### config.mk
export PLATFORM = sky130hd
export DESIGN_NAME = spi_flash_writer
export DESIGN_NICKNAME = d
export VERILOG_FILES = /design/src/rtl/flash_spi_pkg.sv /design/src/rtl/spi_bit_shifter.sv /design/src/rtl/spi_flash_writer.sv
export SDC_FILE = /design/constraint.sdc
export NUM_CORES = 1
export LEC_CHECK = 0
export BUFFER_PORTS_ARGS = -buffer_cell sky130_fd_sc_hd__buf_2
export CAP_MARGIN = 20
export CORE_MARGIN = 2
export CORE_UTILIZATION = 55
export CTS_BUF_LIST = sky130_fd_sc_hd__clkbuf_8
export CTS_CLUSTER_DIAMETER = 40
export DETAILED_ROUTE_END_ITERATION = 10
export PLACE_DENSITY = 0.78
export SKIP_CTS_REPAIR_TIMING = 1
export SYNTH_ARGS = -nofsm -noshare
export SYNTH_HDL_FRONTEND = slang
export SYNTH_SLANG_ARGS = --single-unit
### constraint.sdc
create_clock -name clk_i -period 4.75 [get_ports clk_i]
set_input_delay 0.2375 -clock clk_i [delete_from_list [all_inputs] [get_ports clk_i]]
set_output_delay 0.2375 -clock clk_i [all_outputs]
set_load 0.1 [all_outputs]
### src/rtl/flash_spi_pkg.sv
// Opcodes, FSM state encoding and status bit positions shared by the SPI flash
// writer. The quad-mode reader is expected to adopt these opcode constants too.
package flash_spi_pkg;

  localparam logic [7:0] OP_WREN = 8'h06;
  localparam logic [7:0] OP_PP   = 8'h02;
  localparam logic [7:0] OP_SE   = 8'h20;
  localparam logic [7:0] OP_RDSR = 8'h05;
  localparam logic [7:0] OP_CRM  = 8'hFF;

  localparam int SR_WIP = 0;

  typedef enum logic [3:0] {
    ST_IDLE,
    ST_CRM,
    ST_GAP1,
    ST_WREN,
    ST_GAP2,
    ST_CMD,
    ST_GAP3,
    ST_POLL,
    ST_FIN,
    ST_DONE
  } wr_state_e;

  typedef enum logic {
    KIND_PROG,
    KIND_ERASE
  } op_kind_e;

endpackage

### src/rtl/spi_bit_shifter.sv
// Single-I/O SPI bit engine: divides clk by two while selected, shifts a
// left-aligned word out MSB first and collects MISO samples on falling edges.
module spi_bit_shifter (
  input  logic        clk_i,
  input  logic        reset_i,
  input  logic        active_i,
  input  logic        load_i,
  input  logic [63:0] load_data_i,
  input  logic [6:0]  load_bits_i,
  input  logic        sdi_i,
  output logic        sclk_o,
  output logic        sdo_o,
  output logic        fall_o,
  output logic        last_bit_o,
  output logic [6:0]  bits_left_o,
  output logic [7:0]  rx_next_o
);

  logic        div_q;
  logic [63:0] tx_q;
  logic [6:0]  rx_q;
  logic [6:0]  cnt_q;

  assign sclk_o      = div_q;
  assign sdo_o       = tx_q[63];
  assign fall_o      = active_i & div_q;
  assign last_bit_o  = fall_o & (cnt_q == 7'd0);
  assign bits_left_o = cnt_q;
  // The byte as it will look once the current falling-edge sample lands.
  assign rx_next_o   = {rx_q, sdi_i};

  always_ff @(posedge clk_i or posedge reset_i) begin
    if (reset_i) begin
      div_q <= 1'b0;
      tx_q  <= '0;
      rx_q  <= '0;
      cnt_q <= '0;
    end else if (load_i) begin
      div_q <= 1'b0;
      tx_q  <= load_data_i;
      cnt_q <= load_bits_i - 7'd1;
    end else if (!active_i) begin
      div_q <= 1'b0;
    end else begin
      div_q <= ~div_q;
      if (div_q) begin
        tx_q <= {tx_q[62:0], 1'b0};
        rx_q <= rx_next_o[6:0];
        if (cnt_q != 7'd0) cnt_q <= cnt_q - 7'd1;
      end
    end
  end

endmodule

### src/rtl/spi_flash_writer.sv
// SPI flash programmer: continuous-mode reset, write enable, page program or
// sector erase, then status polling until the flash reports the write done.
module spi_flash_writer
  import flash_spi_pkg::*;
#(
  parameter int GAP_BITS = 4,
  parameter int POLL_MAX = 65535
) (
  input  logic        clk_i,
  input  logic        reset_i,
  input  logic [23:0] address_i,
  input  logic [31:0] data_i,
  input  logic        start_write_i,
  input  logic        start_erase_i,
  output logic        busy_o,
  output logic        done_o,
  output logic        error_o,
  output logic        cs_o,
  output logic        spi_clk_o,
  output logic        write_o,
  output logic        io0_out_o,
  output logic        io2_out_o,
  output logic        io3_out_o,
  input  logic        io1_in_i
);

  localparam int GAP_CLKS = GAP_BITS * 2;
  localparam int GW = $clog2(GAP_CLKS + 1);
  localparam int PW = $clog2(POLL_MAX + 1);

  wr_state_e   state_q;
  op_kind_e    op_q;
  logic [23:0] addr_q;
  logic [31:0] data_q;
  logic        cs_q, write_q, busy_q, done_q, error_q;
  logic [GW-1:0] gap_q;
  logic [PW-1:0] poll_q;

  logic        ld_d;
  logic [63:0] ld_data_d;
  logic [6:0]  ld_bits_d;
  logic        fall, last_bit;
  logic [6:0]  bits_left;
  logic [7:0]  rx_byte;
  logic        gap_done, poll_at_max, accept;
  logic        unused_addr_hi, unused_status;

  assign accept         = start_write_i | start_erase_i;
  assign gap_done       = (gap_q == GW'(GAP_CLKS - 1));
  assign poll_at_max    = (poll_q == PW'(POLL_MAX - 1));
  assign unused_addr_hi = ^address_i[23:22];
  assign unused_status  = ^rx_byte;

  assign busy_o    = busy_q;
  assign done_o    = done_q;
  assign error_o   = error_q;
  assign cs_o      = cs_q;
  assign write_o   = write_q;
  assign io2_out_o = 1'b1;
  assign io3_out_o = 1'b1;

  spi_bit_shifter u_shifter (
    .clk_i       (clk_i),
    .reset_i     (reset_i),
    .active_i    (~cs_q),
    .load_i      (ld_d),
    .load_data_i (ld_data_d),
    .load_bits_i (ld_bits_d),
    .sdi_i       (io1_in_i),
    .sclk_o      (spi_clk_o),
    .sdo_o       (io0_out_o),
    .fall_o      (fall),
    .last_bit_o  (last_bit),
    .bits_left_o (bits_left),
    .rx_next_o   (rx_byte)
  );

  // Shifter loads coincide with the clk edge on which cs falls (or stays low
  // for another status byte), so the first bit is already on io0 at cs fall.
  always_comb begin
    ld_d      = 1'b0;
    ld_data_d = '0;
    ld_bits_d = '0;
    unique case (state_q)
      ST_IDLE: if (accept) begin
        ld_d = 1'b1; ld_data_d = {OP_CRM, 56'h0}; ld_bits_d = 7'd8;
      end
      ST_GAP1: if (gap_done) begin
        ld_d = 1'b1; ld_data_d = {OP_WREN, 56'h0}; ld_bits_d = 7'd8;
      end
      ST_GAP2: if (gap_done) begin
        ld_d = 1'b1;
        if (op_q == KIND_PROG) begin
          ld_data_d = {OP_PP, addr_q, data_q}; ld_bits_d = 7'd64;
        end else begin
          ld_data_d = {OP_SE, addr_q, 32'h0}; ld_bits_d = 7'd32;
        end
      end
      ST_GAP3: if (gap_done) begin
        ld_d = 1'b1; ld_data_d = {OP_RDSR, 56'h0}; ld_bits_d = 7'd16;
      end
      ST_POLL: if (last_bit && rx_byte[SR_WIP] && !poll_at_max) begin
        ld_d = 1'b1; ld_bits_d = 7'd8;
      end
      default: ;
    endcase
  end

  always_ff @(posedge clk_i or posedge reset_i) begin
    if (reset_i) begin
      state_q <= ST_IDLE;
      op_q    <= KIND_PROG;
      addr_q  <= '0;
      data_q  <= '0;
      cs_q    <= 1'b1;
      write_q <= 1'b0;
      busy_q  <= 1'b0;
      done_q  <= 1'b0;
      error_q <= 1'b0;
      gap_q   <= '0;
      poll_q  <= '0;
    end else begin
      done_q <= 1'b0;
      unique case (state_q)
        ST_IDLE: if (accept) begin
          op_q    <= start_write_i ? KIND_PROG : KIND_ERASE;
          addr_q  <= {address_i[21:0], 2'b00};
          data_q  <= data_i;
          busy_q  <= 1'b1;
          error_q <= 1'b0;
          cs_q    <= 1'b0;
          write_q <= 1'b1;
          poll_q  <= '0;
          state_q <= ST_CRM;
        end
        ST_CRM, ST_WREN, ST_CMD: if (last_bit) begin
          cs_q    <= 1'b1;
          write_q <= 1'b0;
          gap_q   <= '0;
          state_q <= (state_q == ST_CRM)  ? ST_GAP1 :
                     (state_q == ST_WREN) ? ST_GAP2 : ST_GAP3;
        end
        ST_GAP1, ST_GAP2, ST_GAP3: begin
          if (gap_done) begin
            cs_q    <= 1'b0;
            write_q <= 1'b1;
            state_q <= (state_q == ST_GAP1) ? ST_WREN :
                       (state_q == ST_GAP2) ? ST_CMD  : ST_POLL;
          end else begin
            gap_q <= gap_q + 1'b1;
          end
        end
        // Only the first poll frame is 16 bits long, so 8 bits remaining
        // marks the end of the opcode and the start of the status read.
        ST_POLL: begin
          if (fall && bits_left == 7'd8) write_q <= 1'b0;
          if (last_bit) begin
            if (!rx_byte[SR_WIP]) begin
              cs_q    <= 1'b1;
              state_q <= ST_FIN;
            end else if (poll_at_max) begin
              error_q <= 1'b1;
              cs_q    <= 1'b1;
              state_q <= ST_FIN;
            end else begin
              poll_q <= poll_q + 1'b1;
            end
          end
        end
        ST_FIN: state_q <= ST_DONE;
        ST_DONE: begin
          done_q  <= 1'b1;
          busy_q  <= 1'b0;
          state_q <= ST_IDLE;
        end
        default: state_q <= ST_IDLE;
      endcase
    end
  end

endmodule

Word-level counts from Yosys, hierarchy flattened --
Cells that the tools add are included.
Storage, ports and cells: register bits after elaboration 156, word-level logic and storage cells 134
Operators by class: $add $sub $neg 4, eq/ne operators 23, mux-type cells 63, bitwise gates (word level) 5, reductions and logical operators 25
Operator list (number):
- two-way mux 64 bit | 4
- case mux 64 bit (4 select lines) | 1
- two-way mux 62 bit | 2
- two-way mux 59 bit | 2
- two-way mux 16 bit | 4
- two-way mux 4 bit | 11
- two-way mux 7 bit | 6
- case mux 7 bit (5 select lines) | 1
- case mux 16 bit (2 select lines) | 1
- equality test 4 x 3 -> 1 bit, second input constant | 5
- case mux 4 bit (5 select lines) | 1
- AND reduction 5 bit | 4
- two-way mux 1 bit | 19
- adder 16 x 1 -> 16 bit, second input constant | 1
- equality test 16 bit, second input constant | 1
- != test 2 bit, second input constant | 8
- subtractor 7 x 1 -> 7 bit, second input constant | 2
- nonzero test 2 bit | 5
- equality test 4 x 2 -> 1 bit, second input constant | 2
- equality test 4 bit, second input constant | 2
- case mux 1 bit (4 select lines) | 2
- case mux 4 bit (2 select lines) | 1
- equality test 7 x 4 -> 1 bit, second input constant | 1
- zero test 7 bit | 1
- 21 further kinds | 33

Logic depth before layout (Yosys ltp) --
Gate-level depths: netlist (run 1).
word-level depth 9, mapped depth 12, mapped depth without buffers 11

By module --
From an unflattened synthesis (run 1), not the netlist that was laid out.
Unflattened totals: cells, all modules 860, area, all modules 8117.8 µm²
By module, submodules not included:
- spi_flash_writer | times used 1, cells an instance 504, area each 4360.4 µm², sequential area each 2103.3 µm²
- spi_bit_shifter | times used 1, cells an instance 356, area each 3757.4 µm², sequential area each 1976.9 µm²

Least setup slack after synthesis (run 1) --
No wires, ideal clock.
path type register to register, start point register u_shifter.div_q, in the netlist u_shifter.sclk_o, end point register u_shifter.cnt_q[6], in the netlist u_shifter.bits_left_o[6], data arrival time 2775 ps, path slack 1840 ps, stages on the path, launching flop included 11, path buffers 1, path through dfrtp_1 > nor4b_1 > and4_1 > a21oi_1 > buf_2 > nand2_1 > ha_1 > inv_1 > or3_1 > o211ai_1 > nand4_1
Between the ends: word-level cells in the longest chain between the ends 8
Ends and longest elaborated chain:
- start, declared | line spi_bit_shifter.sv:19 | logic div_q;
- start signal, assigned | line spi_bit_shifter.sv:45 | div_q <= ~div_q;
- AND 1 bit | line spi_bit_shifter.sv:26 | assign fall_o = active_i & div_q;
- AND 1 bit | line spi_bit_shifter.sv:27 | assign last_bit_o = fall_o & (cnt_q == 7'd0);
- logical AND 1 bit (2 in series) | line spi_flash_writer.sv:102 | ST_POLL: if (last_bit && rx_byte[SR_WIP] && !poll_at_max) begin
- two-way mux 4 bit or two-way mux 1 bit (tied branches) | line spi_flash_writer.sv:102
- case mux 7 bit (5 select lines) or case mux 1 bit (3 select lines) (tied branches) | line spi_flash_writer.sv:84 | unique case (state_q)
- subtractor 7 x 1 -> 7 bit (tied with other cells) | line spi_bit_shifter.sv:41 | cnt_q <= load_bits_i - 7'd1;
- two-way mux 7 bit or AND reduction 3 bit (tied branches)
- end signal, assigned | line spi_bit_shifter.sv:41
- end signal, assigned | line spi_bit_shifter.sv:49 | if (cnt_q != 7'd0) cnt_q <= cnt_q - 7'd1;
- end, declared | line spi_bit_shifter.sv:22 | logic [6:0] cnt_q;
Several ways; a longest one is shown, not always the timed one. A chain may end at the register's enable or synchronous reset.

Worst setup path in the final report (run 1) --
start point register state_q[1], end point register u_shifter.cnt_q[4], in the netlist u_shifter.bits_left_o[4]
Between the ends: word-level cells in the longest chain between the ends 5
Ends and longest elaborated chain:
- start, declared | line spi_flash_writer.sv:31 | wr_state_e state_q;
- start signal, assigned | line spi_flash_writer.sv:140 | state_q <= (state_q == ST_CRM) ? ST_GAP1 :
- start signal, assigned | line spi_flash_writer.sv:147 | state_q <= (state_q == ST_GAP1) ? ST_WREN :
- branches (longest 5 deep; another with subtractor 7 x 1 -> 7 bit)
Parallel ways; which one is timed is not known.

==> impl_results.md, run 1 <==
- Die Footprint: 13880 sq um
- Post-Route Setup TNS: 0 ns
- CP startpoint: state_q[1]$_DFFE_PP0P_
- Final clock period utilization by the worst path: 0.6523
- Path type of the worst setup path: reg -> reg
- Utilization after layout: 0.6729
- Vertical die dimension: 117.8 microns
- Worst Path Arrival: 3.47 ns
- Setup skew after layout: 0.01265 ns
- Tightest Hold Check Type: in -> async
- Shortest clock period the worst path allows after layout: 3.099 ns
- Final count of negative-setup-slack endpoints: 0
- Clock-pin slew on the worst setup and hold paths: 0.08 ns
- Setup Slack @ Placement: 1.687 ns
- Status: finished, violations left
- Average cell area after synthesis: 9.041 sq um
- EDFF count, synth: 0
- Fill cell instance count of the final layout: 981
- Max transition margin: 0.3896
- Bufs and invs on worst path: 1
- Gate family responsible for the most delay along the worst path: compound AO/OA/AOI/OAI gates
- Area of combinational cells with multiple inputs: 3004 sq um
- WP data required: 5.12 ns
- Total Power Consumption: 4.238 mW
- Slowest CP cell: a21oi_2
- Cell at the root of the clock tree: clkbuf_8
- Drt via density: 5.546
- Antenna viol nets, final: 0
- Post-Layout Inst Area: 8492 sq um
- Dpl cell area: 7533 sq um
- First DRT Iteration DRCs: 497
- Antenna fix cells: 0
- Number of cells produced by synthesis: 788
- Slew Viols, Final: 0
- Sequential share of the synthesized area: 0.5481
- IO Port Bufs: 65
- P per Cell Area: 499.1 nW/um^2
- Total clock buffers created by CTS: 17
- Maximum ir drop on the vdd rail: 0.2885 mV
- Remaining Overflow, GRT: 0
- Core outline area: 12620 sq um
- Post-synthesis sequential element count: 156
- Share of layout cells above drive strength 1: 0.1382
- WL/cell: 14.85 microns
- GRT Resource Usage Total: 0.2294
- Number of cells in the finished layout apart from fillers: 1069
- Number of warnings issued by yosys: 0
- Clock Path Buffers: 2
- Total number of placement rows: 41
- First-pass GRT wire length: 26.01 mm
- Async SR Flop Fraction: 1.000
- Placed cell count: 986
- Detailed-route via count: 5929
- Routed wire length: 15.87 mm
- Leakage Power: 3.905 nW
- H-tree depth: 4
- Estimated wirelength of the detail-placed design: 9.598 mm
- Crit start category: flop
- Vias in the first global route: 5624
- Clock tree from TritonCTS: done
- CP max stage delay: 0.64 ns
- Failing checks: hold timing
- Placer's final routability congestion estimate: 0.9133
- Minimum setup slack in the final design: 1.651 ns
- Layout Area Growth over Synthesis: 19.20%
- Hold Worst Slack: -0.02550 ns
- Sequential cell area: 3905 sq um
- Clock latency on the worst-skew pair: 0.47 ns
- Pin count of the biggest net entering global routing: 105
- Largest fanout on the critical path: 21
- Number of antenna violations at the first check in global routing: 0
- Launch point of the worst reg-to-reg path: state_q[1]$_DFFE_PP0P_
- Category of the worst setup path capture point: flop
- Number of nets in the layout: 949
- Critical Path, Cell by Cell: o21ai_0 -> o21ai_1 -> a21oi_2 -> nand2_1 -> ha_1 -> inv_1 -> nor3_1 -> and2_1 -> a311oi_1
- DRC viols: 0
- Cell area after synthesis: 7124 sq um
- Count of clock tree sinks: 156
- Peak clock frequency supported by timing: 322.7 MHz
- Fin. Hold Viols: 46
- Dominant synthesized flop cell: dfrtp_1
- Number of distinct library cell variants in the gate-level netlist after synthesis: 58
- Starting density of the core: 0.5645
- Max-cap violations: 0
- Number of top-level pins: 70
- Number of detailed-route iterations in the first pass: 5
- Die width: 117.8 microns
- RSZ-0062 raised after global routing: false
- Slew of the pin with the lowest slew margin: 0.9156 ns
[per-layer routing]
layer,global-route usage,vias up,share of wire
met5,0,-,0
met3,0.06250,35,0.051
met1,0.3001,2858,0.44
li1,-,2842,-
met2,0.3710,194,0.49
met4,0.07831,0,0.018
[cells in the mapped netlist (3+ instances only)]
| master | instances | area (sq um) |
|---|---|---|
| nor3_2 | 3 | 30.03 |
| ha_1 | 4 | 50.05 |
| o21ai_1 | 3 | 15.01 |
| nor4_1 | 4 | 25.02 |
| and4_1 | 4 | 35.03 |
| nand2b_1 | 4 | 25.02 |
| and3_1 | 5 | 31.28 |
| inv_1 | 5 | 18.77 |
| nand4_1 | 12 | 75.07 |
| a31oi_1 | 3 | 18.77 |
| mux2i_1 | 28 | 280.3 |
| dfrtp_1 | 155 | 3879 |
| or3_1 | 4 | 25.02 |
| buf_4 | 6 | 45.04 |
| buf_2 | 8 | 40.04 |
| and2_1 | 3 | 18.77 |
| nand3_1 | 12 | 60.06 |
| xor2_1 | 11 | 96.34 |
| clkbuf_1 | 29 | 108.9 |
| nor3_1 | 5 | 25.02 |
| nand2_1 | 237 | 889.6 |
| a21oi_1 | 54 | 270.3 |
| o21ai_0 | 77 | 385.4 |
| nor2_1 | 60 | 225.2 |
| a21o_1 | 3 | 22.52 |
| nor2b_1 | 5 | 31.28 |
[worst register-to-register path, stage by stage, from the launching register on]
cell and delay, ns:
dfrtp_1 0.59, o21ai_0 0.54, o21ai_1 0.29, a21oi_2 0.64, nand2_1 0.13, ha_1 0.25
inv_1 0.10, nor3_1 0.09, and2_1 0.15, a311oi_1 0.23
[flip-flops by register name, indices dropped and copies added (netlist names)]
register / cells
addr_q: 22
busy_o: 1
cs_o: 1
data_q: 32
done_o: 1
error_o: 1
gap_q: 4
op_q: 1
poll_q: 16
state_q: 4
u_shifter.bits_left_o: 7
u_shifter.sclk_o: 1
u_shifter.tx_q: 64
write_o: 1
[report_power, final]
group	switching, mW	internal (mW)
combinational	0.538	0.382
clock	0.499	0.604
sequential	0.352	1.86
[final cells by class]
type	instances	share of cell area
sequential	156	0.4599
multi-input combinational	580	0.3538
timing repair buffer	124	0.1055
clock buffer	19	0.03079
tap	172	0.02534
clock inverter	13	0.02195
inverter	5	0.002799
[worst paths after layout]
path,endpoint,slack (ns),cells past startpoint
worst max register to register,u_shifter.bits_left_o[4]$_DFFE_PP0P_,1.65,9
worst max-delay path,u_shifter.bits_left_o[4]$_DFFE_PP0P_,1.65,9
max in group asynchronous,u_shifter.tx_q[38]$_DFFE_PP0P_,3.54,3
min in group clk_i,data_q[28]$_DFFE_PP0P_,-0.01,3
worst min-delay path,addr_q[8]$_DFFE_PP0P_,-0.03,2
worst min register to register,addr_q[5]$_DFFE_PP0P_,0.48,2
[placed cells by master, fill, tap and decap left out, drive strengths merged, types with 5 or more instances in the layout]
cell / count
nand2: 239
dfrtp: 155
o21ai: 80
buf: 73
nor2: 61
a21oi: 54
dlygate4sd3: 51
mux2i: 28
clkbuf: 19
nand3: 15
nand4: 12
xor2: 11
nor3: 8
inv: 8
and3: 5
nor4: 5
nor2b: 5
clkinv: 5
[cell families after synthesis]
logic type | share of synthesized area
simple gates | 0.2308
xor+xnor | 0.01475
buf+inv | 0.03495
compound gates | 0.1214
fa+ha+maj | 0.007025
mux | 0.04250
other cells | 0.0005264
flops | 0.5481
Note: power is estimated with default switching activity, not from simulation.
==> run 2: changes to the inputs <==
- clock period: 4.75 -> 2.65 ns (I/O delays scaled with it)
==> run 2 against run 1 <==
Effect of this change: critical endpoint is now u_shifter.bits_left_o[2]$_DFFE_PP0P_; sequential share of layout area decreased by 0.73 points; register-to-register slack got worse by 1.5 ns; non-clock buffer count increased by 19; critical path type unchanged; the run now ends clean.
==> impl_results.md, run 2 (synthesis results as in run 1) <==
- Maximum ir drop on the vdd rail: 0.4932 mV
- Bufs and invs on worst path: 0
- Starting density of the core: 0.5645
- Number of cells on the worst reg-to-reg path: 7
- Final clock period utilization by the worst path: 0.9376
- Number of detailed-route iterations in the first pass: 6
- WP data required: 3.00 ns
- Top register by number of flip-flops: u_shifter.tx_q
- Remaining Overflow, GRT: 0
- Timing endpoint of the critical path: u_shifter.bits_left_o[2]$_DFFE_PP0P_
- Flip-flop count of the largest register, all copies and words added: 64
- DRC viols: 0
- CP most frequent cell: nor2_1
- Commonest non-fill, non-tap cell in the layout: nand2_1
- Number of top-level pins: 70
- Fin. Hold Viols: 0
- Total clock buffers created by CTS: 17
- Worst Path Arrival: 2.83 ns
- Routed wire length: 16.18 mm
- Drt via density: 5.543
- WL/cell: 14.88 microns
- Fill cell instance count of the final layout: 999
- Die width: 117.8 microns
- Slew Viols, Final: 0
- Clock tree from TritonCTS: done
- Peak clock frequency supported by timing: 402.5 MHz
- First-pass GRT wire length: 26.08 mm
- Tightest Hold Check Type: in -> reg
- Int Power: 5.007 mW
- Placer's final routability congestion estimate: 0.8571
- First DRT Iteration DRCs: 484
- Detailed-route via count: 6025
- Switching fraction of total power: 0.3300
- Utilization after layout: 0.6844
- Combinational share of power: 0.228
- GRT Resource Usage Total: 0.2297
- Die Footprint: 13880 sq um
- Power share of the clock group: 0.241
- Critical Path, Cell by Cell: ha_1 -> nand3b_1 -> nor4_1 -> nor2_1 -> nand2_2 -> nor2_1 -> a211oi_1
- Post-Route Setup TNS: 0 ns
- Vertical die dimension: 117.8 microns
- Crit start category: flop
- Share of layout cells above drive strength 1: 0.1497
- Hold Worst Slack: 0.03208 ns
- Total stage count of the critical path: 7
- RSZ-0062 raised after global routing: true
- Leading cell types in the layout, fill and taps excluded: nand2_1, dfrtp_1, o21ai_0
- IO Port Bufs: 65
- Vias in the first global route: 5741
- Leakage Power: 3.985 nW
- Slowest CP cell: nor4_1
- Clock latency on the worst-skew pair: 0.45 ns
- Layout Area Growth over Synthesis: 21.23%
- Slew of the pin with the lowest slew margin: 0.9536 ns
- Reg-to-reg slack, setup: 0.17 ns
- Number of antenna violations at the first check in global routing: 0
- Core outline area: 12620 sq um
- Pin count of the biggest net entering global routing: 62
- P per Cell Area: 865.3 nW/um^2
- Antenna fix cells: 0
- Launch point of the worst reg-to-reg path: gap_q[0]$_DFFE_PP0P_
- End of the worst register-to-register path: u_shifter.bits_left_o[2]$_DFFE_PP0P_
- Clock Path Buffers: 2
- Count of clock tree sinks: 156
- Cell at the root of the clock tree: clkbuf_8
- Status: finished, final reports clean
- Clock-pin slew on the worst setup and hold paths: 0.08 ns
- Switching power: 2.466 mW
- Largest fanout on the critical path: 14
- Setup skew after layout: 0.01351 ns
- CP max stage delay: 0.55 ns
- Shortest clock period the worst path allows after layout: 2.485 ns
- Number of nets in the layout: 968
- Register share of total power: 0.531
- Final count of negative-setup-slack endpoints: 0
- Path type of the worst setup path: reg -> reg
- Regs by FF count: u_shifter.tx_q x64, data_q x32, addr_q x22
- Estimated wirelength of the detail-placed design: 10.02 mm
- Gate family responsible for the most delay along the worst path: simple AND/OR/NAND/NOR gates
- H-tree depth: 4
- CP startpoint: gap_q[0]$_DFFE_PP0P_
- Antenna viol nets, final: 0
- Max transition margin: 0.3629
- Max-cap violations: 0
- Total number of placement rows: 41
- Category of the worst setup path capture point: flop
## run 2: changes by cell type in the layout (fill, tap and decap cells not counted), moves of 2 or more
cell,before,now
dfrtp_2,0,3
inv_1,4,7
inv_6,4,2
buf_4,8,19
dlygate4sd3_1,51,56
dfrtp_1,155,152
buf_12,0,3
## run 2: cell type report
class                   instances  area, sq um  share of cell area
clock inverters                13        150.1             0.01738
flip-flops and latches        156         3909              0.4526
inverters                       5        22.52            0.002608
well taps                     172        215.2             0.02492
repair buffers                143         1089              0.1260
clock buffers                  18        247.7             0.02868
multi-input cells             580         3004              0.3478
## run 2: worst register-to-register path: stages (launching register included)
cell,delay (ns)
dfrtp_1,0.43
ha_1,0.24
nand3b_1,0.23
nor4_1,0.55
nor2_1,0.26
nand2_2,0.32
nor2_1,0.10
a211oi_1,0.26
## run 2: per-stage QoR
stage	setup slack [ns]	std cells	total power, mW	instance area [sq um]
4_1_cts	0.1588	1031	7.434	8074
3_3_place_gp	0.2403	1000	5.457	7676
5_1_grt	-0.03502	1087	7.983	8637
6_report	0.1654	1087	7.474	8637
2_1_floorplan	0.01948	789	5.107	7133
3_5_place_dp	0.1762	1000	5.629	7676
## run 2: how the worst min path moves through the flow
stage                        from                endpoint  depth (start not counted)
finish              start_erase_i        op_q$_DFFE_PP0P_                          3
global route        start_erase_i        op_q$_DFFE_PP0P_                          3
detailed placement  address_i[21]  addr_q[23]$_DFFE_PP0P_                          3
global placement    address_i[16]  addr_q[18]$_DFFE_PP0P_                          3
CTS                    data_i[19]  data_q[19]$_DFFE_PP0P_                          3
floorplan           start_write_i        op_q$_DFFE_PP0P_                          1
## run 2: power by group through the flow
stage / Sequential [mW] / Clock (mW) / Combinational, mW
after CTS: 3.96 / 1.83 / 1.65
after global placement: 3.94 / 0 / 1.52
final: 3.97 / 1.80 / 1.70
after detailed placement: 3.99 / 0 / 1.64
after global routing: 4.08 / 1.95 / 1.95
after floorplan: 3.95 / 0 / 1.15
## run 2: metal layers
metal  GRT usage  vias to the layer above  share of wire
met1      0.2966                     2935           0.44
li1            -                     2876              -
met5           0                        -              0
met3     0.05087                       36          0.042
met2      0.3779                      178           0.50
met4     0.09337                        0          0.021
